`src/rtl/fetch_buffer.sv`:
```
// fetch_buffer: single-outstanding instruction fetcher feeding a DEPTH-entry
// in-order queue toward decode; a redirect flushes the queue and refetches.
module fetch_buffer #(
    parameter int unsigned      DATAW     = 32,
    parameter logic [DATAW-1:0] BASE_ADDR = 32'h01000000,
    parameter int unsigned      DEPTH     = 4
) (
    input  logic             clock,
    input  logic             reset,
    output logic [DATAW-1:0] imem_addr,
    output logic             imem_req,
    input  logic             imem_gnt,
    input  logic             imem_rvalid,
    input  logic [DATAW-1:0] imem_rdata,
    input  logic             redirect,
    input  logic [DATAW-1:0] redirect_pc,
    input  logic             dec_ready,
    output logic             fd_valid,
    output logic [DATAW-1:0] fd_instr,
    output logic [DATAW-1:0] fd_pc
);

    localparam int unsigned      PTRW = $clog2(DEPTH);
    localparam int unsigned      CNTW = PTRW + 1;
    localparam logic [DATAW-1:0] NOP  = DATAW'(32'h00000013);

    // WAIT: one request outstanding; DROP: outstanding but its response is stale.
    typedef enum logic [1:0] {
        FETCH_IDLE,
        FETCH_WAIT,
        FETCH_DROP
    } fetch_state_t;

    fetch_state_t     state, state_next;
    logic [DATAW-1:0] fpc;
    logic [DATAW-1:0] pend_pc;
    logic [PTRW-1:0]  head, tail;
    logic [CNTW-1:0]  count;
    logic [DATAW-1:0] pc_q    [DEPTH];
    logic [DATAW-1:0] instr_q [DEPTH];

    logic grant;
    logic push;
    logic pop;
    logic unused_pc_lsbs;

    assign unused_pc_lsbs = &{1'b0, redirect_pc[1:0]};

    // NOTE: sequential state uses non-blocking assignments only.
    always_ff @(posedge clock) begin
        if (reset) state <= FETCH_IDLE;
        else       state <= state_next;
    end

    // NOTE: every always_comb output gets a default first, so no latches.
    always_comb begin
        state_next = state;
        imem_req   = 1'b0;
        push       = 1'b0;
        case (state)
            FETCH_IDLE: begin
                imem_req = (count < CNTW'(DEPTH)) && !redirect && !reset;
                if (imem_req && imem_gnt) state_next = FETCH_WAIT;
            end
            FETCH_WAIT: begin
                if (imem_rvalid) begin
                    state_next = FETCH_IDLE;
                    push       = !redirect;
                end else if (redirect) begin
                    state_next = FETCH_DROP;
                end
            end
            FETCH_DROP: begin
                if (imem_rvalid) state_next = FETCH_IDLE;
            end
            default: state_next = FETCH_IDLE;
        endcase
    end

    assign grant     = imem_req && imem_gnt;
    assign pop       = fd_valid && dec_ready && !redirect;
    assign imem_addr = fpc;

    always_ff @(posedge clock) begin
        if (reset) begin
            fpc     <= BASE_ADDR;
            pend_pc <= '0;
            head    <= '0;
            tail    <= '0;
            count   <= '0;
        end else if (redirect) begin
            fpc   <= {redirect_pc[DATAW-1:2], 2'b00};
            head  <= '0;
            tail  <= '0;
            count <= '0;
        end else begin
            if (grant) begin
                pend_pc <= fpc;
                fpc     <= fpc + DATAW'(4);
            end
            if (push) tail <= tail + PTRW'(1);
            if (pop)  head <= head + PTRW'(1);
            if (push && !pop)      count <= count + CNTW'(1);
            else if (pop && !push) count <= count - CNTW'(1);
        end
    end

    // NOTE: queue storage is not reset; count alone decides what is visible.
    always_ff @(posedge clock) begin
        if (push && !reset) begin
            pc_q[tail]    <= pend_pc;
            instr_q[tail] <= imem_rdata;
        end
    end

    assign fd_valid = (count != '0);
    assign fd_pc    = fd_valid ? pc_q[head]    : '0;
    assign fd_instr = fd_valid ? instr_q[head] : NOP;

endmodule

```
`config.mk`:
```
export PLATFORM = sky130hd
export DESIGN_NAME = fetch_buffer
export DESIGN_NICKNAME = d
export VERILOG_FILES = /design/src/rtl/fetch_buffer.sv
export SDC_FILE = /design/constraint.sdc
export NUM_CORES = 1
export LEC_CHECK = 0
export CAP_MARGIN = 20
export CORE_MARGIN = 2
export CORE_UTILIZATION = 30
export CTS_CLUSTER_SIZE = 40
export DETAILED_ROUTE_END_ITERATION = 10
export DONT_BUFFER_PORTS = 1
export GPL_ROUTABILITY_DRIVEN = 0
export GPL_TIMING_DRIVEN = 0
export RECOVER_POWER = 100
export SYNTH_ARGS = -nofsm -noshare
export SYNTH_HDL_FRONTEND = slang
export SYNTH_SLANG_ARGS = --single-unit
```
`constraint.sdc`:
```
create_clock -name clock -period 3.68 [get_ports clock]
set_input_delay 0.368 -clock clock [delete_from_list [all_inputs] [get_ports clock]]
set_output_delay 0.368 -clock clock [all_outputs]
set_load 0.02 [all_outputs]
```
==> results by group, run 1 <==
Global routing
  • Global-route wire length before repair: 45000 µm
  • Largest net degree at the start of global routing: 45
  • Initial antenna violation count: 1
  • Total GRT Usage: 13.7%
  • Vias in the first global route: ~7300
  • Grt ovf: 0

Logic synthesis
  • Synth top cells by count: edfxtp_1, nand2_1, dfxtp_1, and2_1, mux4_2
  • Dominant cells by area after synthesis: edfxtp_1, dfxtp_1, mux4_2, and2_1, nand2_1
  • Synthesized cell area: approximately 13000 µm²
  • Most used flip-flop cell after synthesis: edfxtp_1
  • Post-synth ARST share: 0%
  • Compound-Gate Fraction of Synth Area: 3.67%
  • Post-synthesis cell count: 800
  • Synth warn: 0
  • Post-synthesis mux area share: 11.3%
  • Cell variety after synth: 42
  • Largest family of logic cells by synthesized area: multiplexers
  • Most common cell in the netlist: edfxtp_1
  • Yosys top cell area share: 59.2%
  • Yosys top cell by area: edfxtp_1
  • Synthesized flop and latch total: 319
  • Synth Area in Simple Gates: 10.3%
  • Synth Area in XOR/XNOR: 1.60%
  • Sequential element share of the synthesized area: 70.5%
  • Number of flops mapped to enable cells by yosys: 248
  • Mean Syn Cell Area: 15.7 µm²
  • Synth Area in Adders: less than 1%

Critical path
  • Worst Path Required: around 4 ns
  • Critical Path Fanout Max: 10
  • CP Data Arrival Time: between 3 and 4 ns
  • Worst Setup Start Kind: flop
  • Worst Setup Path Type: flop to flop
  • CP endpoint kind: flop

Placement
  • Port bufs: 0
  • DP Worst Slack: 0.366 ns
  • Final HPWL DP: 19700 µm
  • Placed Cells: around 1300

Layout
  • FILL cells: 3955
  • Nets: 971
  • Final core occ: 36.0%
  • Area of the multi-input gates: 3470 µm²
  • Area growth syn-to-layout: 19.2%
  • Non-filler cells in the finished layout: around 1500
  • FF+latch area: just under 9000 µm²
  • Share of cells above drive strength 1: 14.7%
  • ANT cells: 0

Outcome
  • Failing checks: capacitance limit, slew limit
  • Status: finished, violations left

Clock tree
  • Longest Clk Path Bufs: 3
  • Root Buffer: clkbuf_16
  • # H-tree levels: 2
  • Num CTS Buffers: 35
  • Cts repair resizes: 0
  • Clk sinks: 319
  • CTS tree: built
  • Post-CTS Setup Repair Bufs: 0
  • Clk_lat worst skew: 0.53 ns
  • CTS hold repair buffers: 50
  • Worst-path clk slew: ~0.060 ns

STA
  • Fin Setup TNS: 0 ns
  • Final min period: 3.37 ns
  • RSZ-0062 raised after global routing: false
  • # setup viols final: 0
  • Tcrit/Tclk final: 91.6%
  • Final Worst Setup Slack: ~0.31 ns
  • Slew headroom: -29.2%
  • Hold Violations, Final: 0
  • Fmax: between 200 and 300 MHz
  • Max-slew violation count: 93
  • Clock Skew: between 0.005 and 0.006 ns
  • Worst slew pin tran: about 1.9 ns

Job
  • Max-cap violations: 5

Die
  • Initial Util: 30.2%
  • Die area: 43600 µm²
  • I/O Pins: 168
  • Die Height: roughly 210 µm
  • Site Rows: 75
  • Die Wd: ~210 µm
  • Core ar.: between 40000 and 50000 µm²

Routing
  • DRC Markers: 0
  • DRT Pass-1 Iters: 4
  • Via density: ~4.8
  • Initial detailed-routing violation count: 389
  • Routed Antenna Nets: 0
  • WL/cell: slightly above 20 µm
  • Via count: 6981
  • Total routed wirelength: just under 30000 µm

Power and ir drop
  • Peak supply drop: 0.352 mV
  • Leak pwr: about 4.6 nW
  • Power Dens Cells: 514 nW/µm²

Min path
  • Type of the worst min-delay path: input port to flop
-- cell type report --
cell class              instances  share of cell area (%)
flip-flops and latches        319                    59.1
multi-input cells             429                    23.1
clock buffers                  42                    6.08
well taps                     539                    4.49
repair buffers                 54                    4.07
clock inverters                22                    1.63
plain buffers                  47                    1.33
inverters                       8                   0.200
-- cells in the final DEF, fill, tap and decap left out, types with 3 or more instances in the layout --
| master | synthesis | final |
|---|---|---|
| clkinvlp_4 | 0 | 3 |
| and2_0 | 0 | 58 |
| nand3_1 | 13 | 13 |
| nor2_1 | 36 | 37 |
| mux2i_1 | 3 | 3 |
| clkbuf_16 | 0 | 35 |
| a21oi_1 | 39 | 39 |
| or2_2 | 4 | 3 |
| nor4_1 | 2 | 4 |
| and2_1 | 67 | 9 |
| o21ai_0 | 7 | 7 |
| xnor2_1 | 7 | 7 |
| inv_1 | 7 | 7 |
| a211oi_1 | 13 | 13 |
| clkinv_1 | 1 | 6 |
| mux4_2 | 62 | 62 |
| buf_16 | 0 | 4 |
| a31oi_1 | 5 | 5 |
| ha_1 | 6 | 6 |
| dlygate4sd3_1 | 0 | 50 |
| xor2_1 | 16 | 16 |
| nor2b_1 | 3 | 3 |
| a311oi_1 | 4 | 4 |
| dfxtp_1 | 71 | 71 |
| or3_1 | 7 | 7 |
| bufinv_16 | 0 | 4 |
| buf_4 | 4 | 4 |
| clkbuf_2 | 0 | 5 |
| nor3_1 | 8 | 8 |
| conb_1 | 1 | 4 |
| and3_1 | 4 | 4 |
| o22ai_1 | 3 | 3 |
| edfxtp_1 | 248 | 248 |
| clkbuf_1 | 32 | 40 |
| clkinv_2 | 0 | 7 |
| nand2_1 | 84 | 84 |
| nand4_1 | 17 | 17 |
-- sequential cells by signal (all words and copies together) (netlist names), named ones only --
signal     count
instr_q      128
imem_addr     30
head           2
state          2
tail           2
pend_pc       30
count          3
pc_q         120
-- path summary, 6_finish.rpt --
kind,cells after the start,end,slack (ns),startpoint
worst max-delay path,6,imem_addr[18]$_SDFFE_PP0P_,0.31,imem_addr[2]$_SDFFE_PP0P_
worst min register to register,2,tail[1]$_SDFFE_PP0P_,0.51,tail[1]$_SDFFE_PP0P_
worst min-delay path,2,imem_addr[16]$_SDFFE_PP0P_,0.02,redirect_pc[16]
worst max register to register,6,imem_addr[18]$_SDFFE_PP0P_,0.31,imem_addr[2]$_SDFFE_PP0P_
-- critical path: stages (launching register included) --
cell      delay [ns]
dfxtp_1         0.58
ha_1            0.32
nand4_1         0.15
nor4_1          1.48
nand2_1         0.28
xor2_1          0.23
a211oi_1        0.24
-- per-stage QoR --
step,area [µm²],power (mW),hold slack [ns]
CTS,15100,7.83,0.00440
floorplan,12600,4.16,0.447
detailed placement,13400,4.23,0.459
global placement,13300,4.23,0.452
finish,15000,7.71,0.0242
global route,15000,7.99,0.0167
-- power breakdown --
group	internal, mW	switching [mW]
Clock	2.08	1.43
Combinational	0.0911	0.136
Sequential	3.90	0.0859
Total	6.07	1.65
-- cell families after synthesis --
group                      after synthesis
DFF                                    319
and+or+nand+nor                        253
AOI/OAI and AO/OA                       77
muxes                                   65
buffers and inverters                   55
xor gates and xnor gates                23
adders and majority gates                7
other                                    1
-- per-layer routing --
| metal | vias up | share of wire, % | global-route usage, % |
|---|---|---|---|
| met2 | 208 | 47 | 22.4 |
| met4 | 0 | 1.8 | 3.82 |
| li1 | 3235 | - | - |
| met3 | 42 | 7.3 | 4.33 |
| met1 | 3496 | 44 | 17.5 |
| met5 | - | 0 | 0 |
(Power assumes the default switching activity.)
==> inputs of run 2 (changes only) <==
- CORE_MARGIN: 2 -> not set
- SETUP_SLACK_MARGIN: not set -> 0.4
==> run 2 against run 1 <==
Effect of this change: the run ends with DRC, capacitance limit, slew limit left; worst hold slack better by 0.0077 ns; final cell count shrank 0.21%; critical path type unchanged; power shrank 1.3%; via count is 0.24% higher; clock-buffer cell count increased by 8; largest cell class unchanged; non-clock buffer count increased by 1; flip-flop and latch count unchanged; clock skew rose by 0.0052 ns; maximum frequency increased by 6.2%.
==> results by group, run 2 (synthesized netlist as in run 1, its figures left out) <==
Outcome
  • Status: finished, violations left
  • Failing checks: DRC, capacitance limit, slew limit

STA
  • Hold_ws: 0.0319 ns (+0.00769 ns)
  • Final min period: 3.17 ns (-0.197 ns)
  • Final Worst Setup Slack: 0.506 ns (+0.197 ns)
  • # setup viols final: 0 (unchanged)
  • Worst slew pin tran: 1.80 ns (-0.119 ns)
  • Clock Skew: 0.0105 ns (+0.00519 ns)
  • RSZ-0062 raised after global routing: false
  • Fin Setup TNS: 0 ns (unchanged)
  • Hold Violations, Final: 0 (unchanged)
  • Max-slew violation count: 64 (-31%)
  • Slew headroom: -20.1% (+9.1 points)
  • Fmax: 315 MHz (+6.2%)
  • Tcrit/Tclk final: 86.3% (-5.3 points)

Routing
  • Via density: 4.80 (+0.45%)
  • DRC Markers: 11 (+11)
  • Routed Antenna Nets: 0 (unchanged)
  • Total routed wirelength: 29600 µm (about the same)
  • DRT Pass-1 Iters: 10 (+6)
  • Initial detailed-routing violation count: 366 (-5.9%)
  • Via count: 6998 (+0.24%)
  • WL/cell: 20.3 µm (+0.13%)

Placement
  • Placed Cells: 1339 (-0.52%)
  • Placed Area: 13400 µm² (about the same)
  • Port bufs: 0 (unchanged)
  • DP Worst Slack: 0.259 ns (-0.107 ns)
  • Final HPWL DP: 19300 µm (-2.1%)

Layout
  • Area of the multi-input gates: 3470 µm² (+0.14%)
  • Share of cells above drive strength 1: 14.8% (+0.15 points)
  • ANT cells: 0 (unchanged)
  • Nets: 974 (+0.31%)
  • Cell area after layout: 15000 µm² (-0.13%)
  • FILL cells: 3951 (-0.10%)
  • Max FFs per register: 128 (unchanged)
  • Area growth syn-to-layout: 19.1%
  • Most frequent cells in the layout: edfxtp_1, nand2_1, dfxtp_1
  • Final core occ: 36.5% (+0.44 points)
  • Most common cell after layout, fill and taps aside: edfxtp_1
  • Non-filler cells in the finished layout: 1457 (-0.21%)
  • Biggest regs: instr_q x128, pc_q x120
  • Most flops, register: instr_q
  • FF+latch area: 8870 µm² (unchanged)

Critical path
  • Worst Setup Path Type: flop to flop
  • CP endpoint kind: flop
  • Slowest cell delay on critical path: 1.28 ns (-0.20 ns)
  • Slowest-stage cell, CP: nor4_1
  • Worst Setup Start Kind: flop
  • Worst Path Required: 4.13 ns (about the same)
  • CP Data Arrival Time: 3.62 ns (-0.19 ns)
  • Crit-path cells: ha_1 -> nand4_1 -> nor4_1 -> nand2_1 -> xor2_1 -> a211oi_1
  • Critical Path Fanout Max: 10 (unchanged)

Power and ir drop
  • Tot Pwr: 7.62 mW (-1.3%)
  • Combinational fraction of design power: 3.0% (about the same)
  • Cell internal pwr: 5.97 mW (-1.6%)
  • Sw Ratio: 21.6% (+0.25 points)
  • Sequential Power Share: 52.3% (+0.7 points)
  • Power Dens Cells: 508 nW/µm² (-1.1%)
  • Clock power frac: 44.7% (-0.7 points)
  • Leak pwr: 4.64 nW (about the same)
  • Peak supply drop: 0.367 mV (+4.2%)
  • Sw Pwr: 1.65 mW (-0.11%)

Die
  • I/O Pins: 168 (unchanged)
  • Initial Util: 30.6% (+0.41 points)
  • Die area: 42800 µm² (-1.9%)
  • Die Wd: 207 µm (-0.96%)
  • Site Rows: 74 (-1.3%)
  • Core ar.: 41100 µm² (-1.3%)
  • Die Height: 207 µm (-0.96%)

Clock tree
  • Num CTS Buffers: 37 (+5.7%)
  • Post-CTS Setup Repair Bufs: 0 (unchanged)
  • CTS tree: built
  • Clk_lat worst skew: 0.53 ns (about the same)
  • Longest Clk Path Bufs: 3 (unchanged)
  • Clk sinks: 319 (unchanged)
  • Worst-path clk slew: 0.06 ns (about the same)
  • Root Buffer: clkbuf_16
  • # H-tree levels: 2 (unchanged)

Global routing
  • Initial antenna violation count: 0 (-1)
  • Global-route wire length before repair: 44300 µm (-1.5%)
  • Grt ovf: 0 (unchanged)
  • Largest net degree at the start of global routing: 49 (+8.9%)
  • Total GRT Usage: 14.1% (+0.38 points)
  • Vias in the first global route: 7249 (-1.4%)

Min path
  • Type of the worst min-delay path: input port to flop

Job
  • Max-cap violations: 5 (unchanged)
==> run 2: cell count changes in the layout (fill, tap and decap cells not counted), moves of 2 or more <==
cell,previous run,this run
clkbuf_16,35,39
and2_0,58,61
bufinv_16,4,0
inv_16,2,0
clkbuf_2,5,1
and2_1,9,6
clkbuf_1,40,44
buf_2,2,7
buf_1,2,0
==> run 2: critical path: cells and delay by family (launching register included) <==
family / cells / cell delay [ns]
XOR/XNOR: 1 / 0.22
AO/OA/AOI/OAI: 1 / 0.23
AND/OR/NAND/NOR: 3 / 1.71
adder cells (fa/ha/maj): 1 / 0.33
flip-flops: 1 / 0.59
==> run 2: routing by layer <==
layer  GRT usage, %  vias up  routed length (µm)
li1               -     3228                   -
met1           18.5     3515               12900
met2           22.3      212               13700
met3           4.52       43                2470
met4           3.83        0                 563
met5              0        -                   0
==> run 2: cell type report <==
type,count,share of cell area (%)
Sequential cell,319,59.2
Multi-Input combinational cell,429,23.2
Clock buffer,50,6.92
Tap cell,532,4.44
Timing Repair Buffer,55,4.14
Buffer,47,1.34
Clock inverter,17,0.626
Inverter,8,0.200
==> run 2: path summary, 6_finish.rpt <==
kind | startpoint | endpoint | slack, ns | depth (start not counted)
setup / recovery | imem_addr[2]$_SDFFE_PP0P_ | imem_addr[18]$_SDFFE_PP0P_ | 0.51 | 6
hold / removal | redirect_pc[5] | imem_addr[5]$_SDFFE_PP0P_ | 0.03 | 2
setup reg to reg | imem_addr[2]$_SDFFE_PP0P_ | imem_addr[18]$_SDFFE_PP0P_ | 0.51 | 6
hold reg to reg | tail[1]$_SDFFE_PP0P_ | tail[1]$_SDFFE_PP0P_ | 0.49 | 2
==> run 2: repair_timing <==
item,in CTS,in global routing
resized for setup,1,2
hold endpoints to repair,149,0
endpoints found under the setup margin,30,8
hold buffers,51,0
==> run 2: power by group through the flow <==
stage | sequential, mW | clock, mW | combinational, mW
after detailed placement | 4.06 | 0 | 0.174
after CTS | 3.98 | 3.53 | 0.235
after floorplan | 4.03 | 0 | 0.131
final | 3.98 | 3.41 | 0.229
after global routing | 3.99 | 3.67 | 0.253
after global placement | 4.06 | 0 | 0.170
==> inputs of run 3 (changes only) <==
- CORE_MARGIN: not set -> 2
==> run 3 against run 2 <==
Effect of this change: the flow finishes with violations (capacitance limit, slew limit); largest power group unchanged; via count is 0.24% lower; flip-flop and latch count unchanged; sequential power barely moved; final area rose by 0.17%; critical path depth shrank 1; global-route usage decreased by 0.38 points; die area grew 1.9%; clock skew decreased by 0.0049 ns; highest routed layer unchanged.
==> results by group, run 3 (synthesized netlist as in run 1, its figures left out) <==
Outcome
  • Status: finished, violations left
  • Failing checks: capacitance limit, slew limit

Clock tree
  • Longest Clk Path Bufs: 3 (unchanged)
  • Clk sinks: 319 (unchanged)
  • Post-CTS Setup Repair Bufs: 0 (unchanged)
  • Root Buffer: clkbuf_16
  • CTS tree: built
  • # H-tree levels: 2 (unchanged)
  • Clk_lat worst skew: 0.53 ns (about the same)
  • Num CTS Buffers: 35 (-5.4%)
  • Worst-path clk slew: 0.06 ns (about the same)

Critical path
  • Critical Path Fanout Max: 42 (+32)
  • Worst Setup Start Kind: flop
  • CP Data Arrival Time: 3.38 ns (-0.24 ns)
  • CP endpoint kind: flop
  • Worst Setup Path Type: flop to flop
  • Worst Path Required: 3.88 ns (-0.25 ns)

Die
  • I/O Pins: 168 (unchanged)
  • Die area: 43600 µm² (+1.9%)
  • Initial Util: 30.2% (-0.41 points)
  • Die Wd: 209 µm (+0.97%)
  • Site Rows: 75 (+1.4%)
  • Core ar.: 41700 µm² (+1.4%)
  • Die Height: 209 µm (+0.97%)

Power and ir drop
  • Clock power frac: 45.4% (+0.7 points)
  • Cell internal pwr: 6.07 mW (+1.6%)
  • Leak pwr: 4.64 nW (about the same)
  • Sequential Power Share: 51.6% (-0.7 points)
  • Peak supply drop: 0.350 mV (-4.4%)
  • Sw Pwr: 1.65 mW (about the same)
  • Sw Ratio: 21.3% (-0.28 points)
  • Power Dens Cells: 514 nW/µm² (+1.1%)
  • Combinational fraction of design power: 3.0% (about the same)

Global routing
  • Grt ovf: 0 (unchanged)
  • Initial antenna violation count: 1 (+1)
  • Total GRT Usage: 13.7% (-0.38 points)
  • Largest net degree at the start of global routing: 45 (-8.2%)
  • Vias in the first global route: 7354 (+1.4%)
  • Global-route wire length before repair: 45000 µm (+1.6%)

STA
  • RSZ-0062 raised after global routing: false
  • Clock Skew: 0.00565 ns (-0.00489 ns)
  • Fmax: 315 MHz (about the same)
  • # setup viols final: 0 (unchanged)
  • Worst slew pin tran: 1.90 ns (+0.0983 ns)
  • Hold Violations, Final: 0 (unchanged)
  • Fin Setup TNS: 0 ns (unchanged)
  • Tcrit/Tclk final: 86.3% (about the same)
  • Slew headroom: -26.6% (-6.6 points)
  • Max-slew violation count: 82 (+28%)
  • Final min period: 3.17 ns (+0.0000660 ns)

Min path
  • Type of the worst min-delay path: input port to flop

Routing
  • Initial detailed-routing violation count: 384 (+4.9%)
  • Total routed wirelength: 29600 µm (about the same)
  • WL/cell: 20.3 µm (-0.24%)
  • DRT Pass-1 Iters: 4 (-6)
  • Via density: 4.78 (-0.45%)
  • DRC Markers: 0 (-11)
  • Routed Antenna Nets: 0 (unchanged)
  • Via count: 6981 (-0.24%)

Layout
  • Area growth syn-to-layout: 19.3%
  • Most flops, register: instr_q
  • Biggest regs: instr_q x128, pc_q x120
  • Most common cell after layout, fill and taps aside: edfxtp_1
  • FILL cells: 3957 (+0.15%)
  • ANT cells: 0 (unchanged)
  • Non-filler cells in the finished layout: 1460 (+0.21%)
  • Share of cells above drive strength 1: 14.8% (-0.044 points)
  • FF+latch area: 8870 µm² (unchanged)
  • Area of the multi-input gates: 3470 µm² (about the same)
  • Nets: 971 (-0.31%)
  • Max FFs per register: 128 (unchanged)
  • Most frequent cells in the layout: edfxtp_1, nand2_1, dfxtp_1

Placement
  • Final HPWL DP: 19700 µm (+2.1%)
  • Port bufs: 0 (unchanged)
  • Placed Cells: 1346 (+0.52%)

Job
  • Max-cap violations: 4 (-1)
## run 3: path summary, 6_finish.rpt
kind / startpoint / endpoint / slack, ns / cells past startpoint
max: state[0]$_SDFFE_PP0P_ / instr_q[1][6]$_DFFE_PP_ / 0.51 / 5
min: redirect_pc[17] / imem_addr[17]$_SDFFE_PP0P_ / 0.03 / 2
max reg2reg: state[0]$_SDFFE_PP0P_ / instr_q[1][6]$_DFFE_PP_ / 0.51 / 5
min reg2reg: tail[1]$_SDFFE_PP0P_ / tail[1]$_SDFFE_PP0P_ / 0.51 / 2
## run 3: worst max-delay path: stages (launching register included)
cell and delay (ns):
dfxtp_1 0.35, nor2b_1 0.29, nand2_1 0.17, nor2_1 0.22
and2_0 1.44, buf_16 0.35
## run 3: per-layer routing
layer / wire length (µm) / share of wire (%) / global-route usage [%]
met1: 12900 / 43 / 17.5
met2: 14000 / 47 / 22.4
met3: 2160 / 7.3 / 4.33
met4: 546 / 1.8 / 3.82
met5: 0 / 0 / 0
## run 3: per-stage QoR
stage                     setup WS, ns  instance area (µm²)  hold WS [ns]  utilization [%]  total power, mW
after floorplan                  0.601                12600         0.447                -             4.16
after global placement           -1.01                13300         0.452             31.9             4.23
after detailed placement         0.366                13400         0.459             32.1             4.23
after CTS                        0.448                15100       0.00440             36.1             7.83
after global routing             0.213                15000        0.0167             36.0             7.99
final                            0.505                15000        0.0307             36.0             7.71
## run 3: power by group through the flow
stage                     sequential [mW]  combinational (mW)  clock [mW]
after CTS                            3.98               0.233        3.62
final                                3.98               0.228        3.50
after floorplan                      4.03               0.131           0
after global placement               4.06               0.170           0
after detailed placement             4.06               0.173           0
after global routing                 3.99               0.252        3.76
## run 3: layout make-up
| class | instances | area share [%] |
|---|---|---|
| Clock inverter | 22 | 1.63 |
| Multi-Input combinational cell | 429 | 23.1 |
| Buffer | 47 | 1.33 |
| Timing Repair Buffer | 54 | 4.07 |
| Clock buffer | 42 | 6.08 |
| Tap cell | 539 | 4.49 |
| Sequential cell | 319 | 59.1 |
| Inverter | 8 | 0.200 |
## run 3: repair_timing
action                     in CTS  in global routing
hold buffers                   50                  0
gates resized for setup         1                  0
setup endpoints to repair      10                  0
hold endpoints to repair      148                  0
==> RTL edit: new RTL, config.mk and constraints of run 2 <==
Set the parameter `DATAW` to 48 (it was 32).
--- a/src/rtl/fetch_buffer.sv
+++ b/src/rtl/fetch_buffer.sv
@@ -2,5 +2,5 @@
 // in-order queue toward decode; a redirect flushes the queue and refetches.
 module fetch_buffer #(
-    parameter int unsigned      DATAW     = 32,
+    parameter int unsigned      DATAW     = 48,
     parameter logic [DATAW-1:0] BASE_ADDR = 32'h01000000,
     parameter int unsigned      DEPTH     = 4
Interface: changed (5 resized); port bits go from 168 to 248. No check against the original RTL was run, so the function may have changed too.
==> RTL edit against run 2 <==
The flow still finishes with violations (design-rule violations, max-capacitance violations, max-slew violations). Highest routed layer is now met5. Final area rose by 53%. Routed wire length up 75%. Clock skew rose by 20 ps. Sequential share of layout area down 1.1 points. Sequential cell count increased by 160. Total power rose by 51%. Utilization is 0.076 points higher. Synthesized area grew 52%. Setup slack lost 150 ps.
==> RTL edit: results (changes against run 2) <==
* Antenna violations before repair at 5 (+5)
* Switching Fraction at 0.222 (+0.00621)
* DRC violations left at 2 (-9)
* GR Layer Usage met3 at 0.0426 (-0.00265)
* Reg2reg start: count[2]$_SDFFE_PP0P_
* Vias at 11,500 (+64%)
* Post-synth EDFFs at 376 (+52%)
* Reg2reg setup slack at 430 ps (-80 ps)
* GRT Util Overall at 0.158 (+0.0174)
* Final slew viol count at 28 (-56%)
* Met1 usage at 0.204 (+0.0190)
* Reg2Reg Capture Point: pend_pc[30]$_SDFFE_PP0P_
* Inst Count DP at 2,089 (+56%)
* Clock group total power at 5170 uW (+52%)
* Mapped Avg Cell Area at 15.5 sq um (-1.4%)
* Lkg Pwr at 0.00740 uW (+60%)
* Drt wl/cell at 22.7 microns (+12%)
* Failing checks: design-rule violations, max-capacitance violations, max-slew violations
* CTS Buf Count at 52 (+41%)
* Worst vdd ir at 337 uV (-8.2%)
* Pre-CTS setup slack at 95.3 ps (-164 ps)
* Biggest regs: instr_q (192), pc_q (184)
* Largest net degree at the start of global routing at 39 (-20%)
* Status: finished with violations
* Setup Skew at 30.7 ps (+20.2 ps)
* Hold depth at 3 (+1)
* Synth cell types at 58 (+38%)
* # Max-Cap Violations at 1 (-4)
* Hpwl dp at 35.0 mm (+81%)
* M2 GR Usage at 0.260 (+0.0371)
* Sequential Power at 5980 uW (+50%)
* Drt pass-1 iters at 8 (-2)
* Worst-Margin Slew at 1760 ps (-42.2 ps)
* Sequential-to-total area share from yosys stat at 0.699 (-0.00564)
* Routed wl met2 at 24.8 mm (+81%)
* First-pass GRT wire length at 74.8 mm (+69%)
* Reg2Reg Depth at 8 (+2)
* Synth area leaders: edfxtp_1 (59%), mux4_2 (11%), dfxtp_1 (11%), and2_1 (3.2%), nand2_1 (2.9%)
* Area of placed instances at 20,400 sq um (+52%)
* Vias in the first global route at 11,600 (+60%)
-- RTL edit: layout make-up --
type                       count  area (sq um)
clock buffer                  66          1450
antenna                        2          5.00
sequential                   479         13400
timing repair buffer         100          1070
tap                          846          1060
inverter                      11          41.3
clock inverter                31           277
buffer                        79           360
multi-input combinational    666          5400
fill                        5937         40000
-- RTL edit: critical path, stage by stage, from the launching register on --
cell and delay [ps]:
dfxtp_1 300, clkbuf_1 290, clkbuf_1 790, mux4_2 590
and2_0 350
-- RTL edit: how the worst max path moves through the flow --
| stage | startpoint | end | slack (ps) | cells after the start |
|---|---|---|---|---|
| 2_1_floorplan | redirect | instr_q[0][0]$_DFFE_PP_ | 1020 | 5 |
| 3_3_place_gp | redirect | instr_q[3][29]$_DFFE_PP_ | -290 | 5 |
| 3_5_place_dp | flip-flop | fd_pc[46] | 100 | 5 |
| 4_1_cts | flip-flop | fd_instr[18] | 410 | 5 |
| 5_1_grt | flip-flop | fd_instr[25] | 200 | 5 |
| 6_report | flip-flop | fd_pc[3] | 360 | 4 |
-- RTL edit: repair_timing --
| item | CTS | global route |
|---|---|---|
| hold endpoints to repair | 237 | 0 |
| endpoints found under the setup margin | 94 | 26 |
| pin swaps | 0 | 0 |
| hold buffers | 92 | 0 |
| gates resized for setup | 39 | 8 |
-- RTL edit: kinds of logic (layout without fill, tap and decap cells) --
family                     Yosys count  after routing  share of synthesized area
DFF                                479            479                      0.699
xor gates and xnor gates            14             14                    0.00642
muxes                              101            101                      0.115
adders and majority gates            7              7                    0.00498
and+or+nand+nor                    398            398                      0.108
other                                1              6                   0.000196
buffers and inverters               90            287                     0.0202
AOI/OAI and AO/OA                  142            142                     0.0463
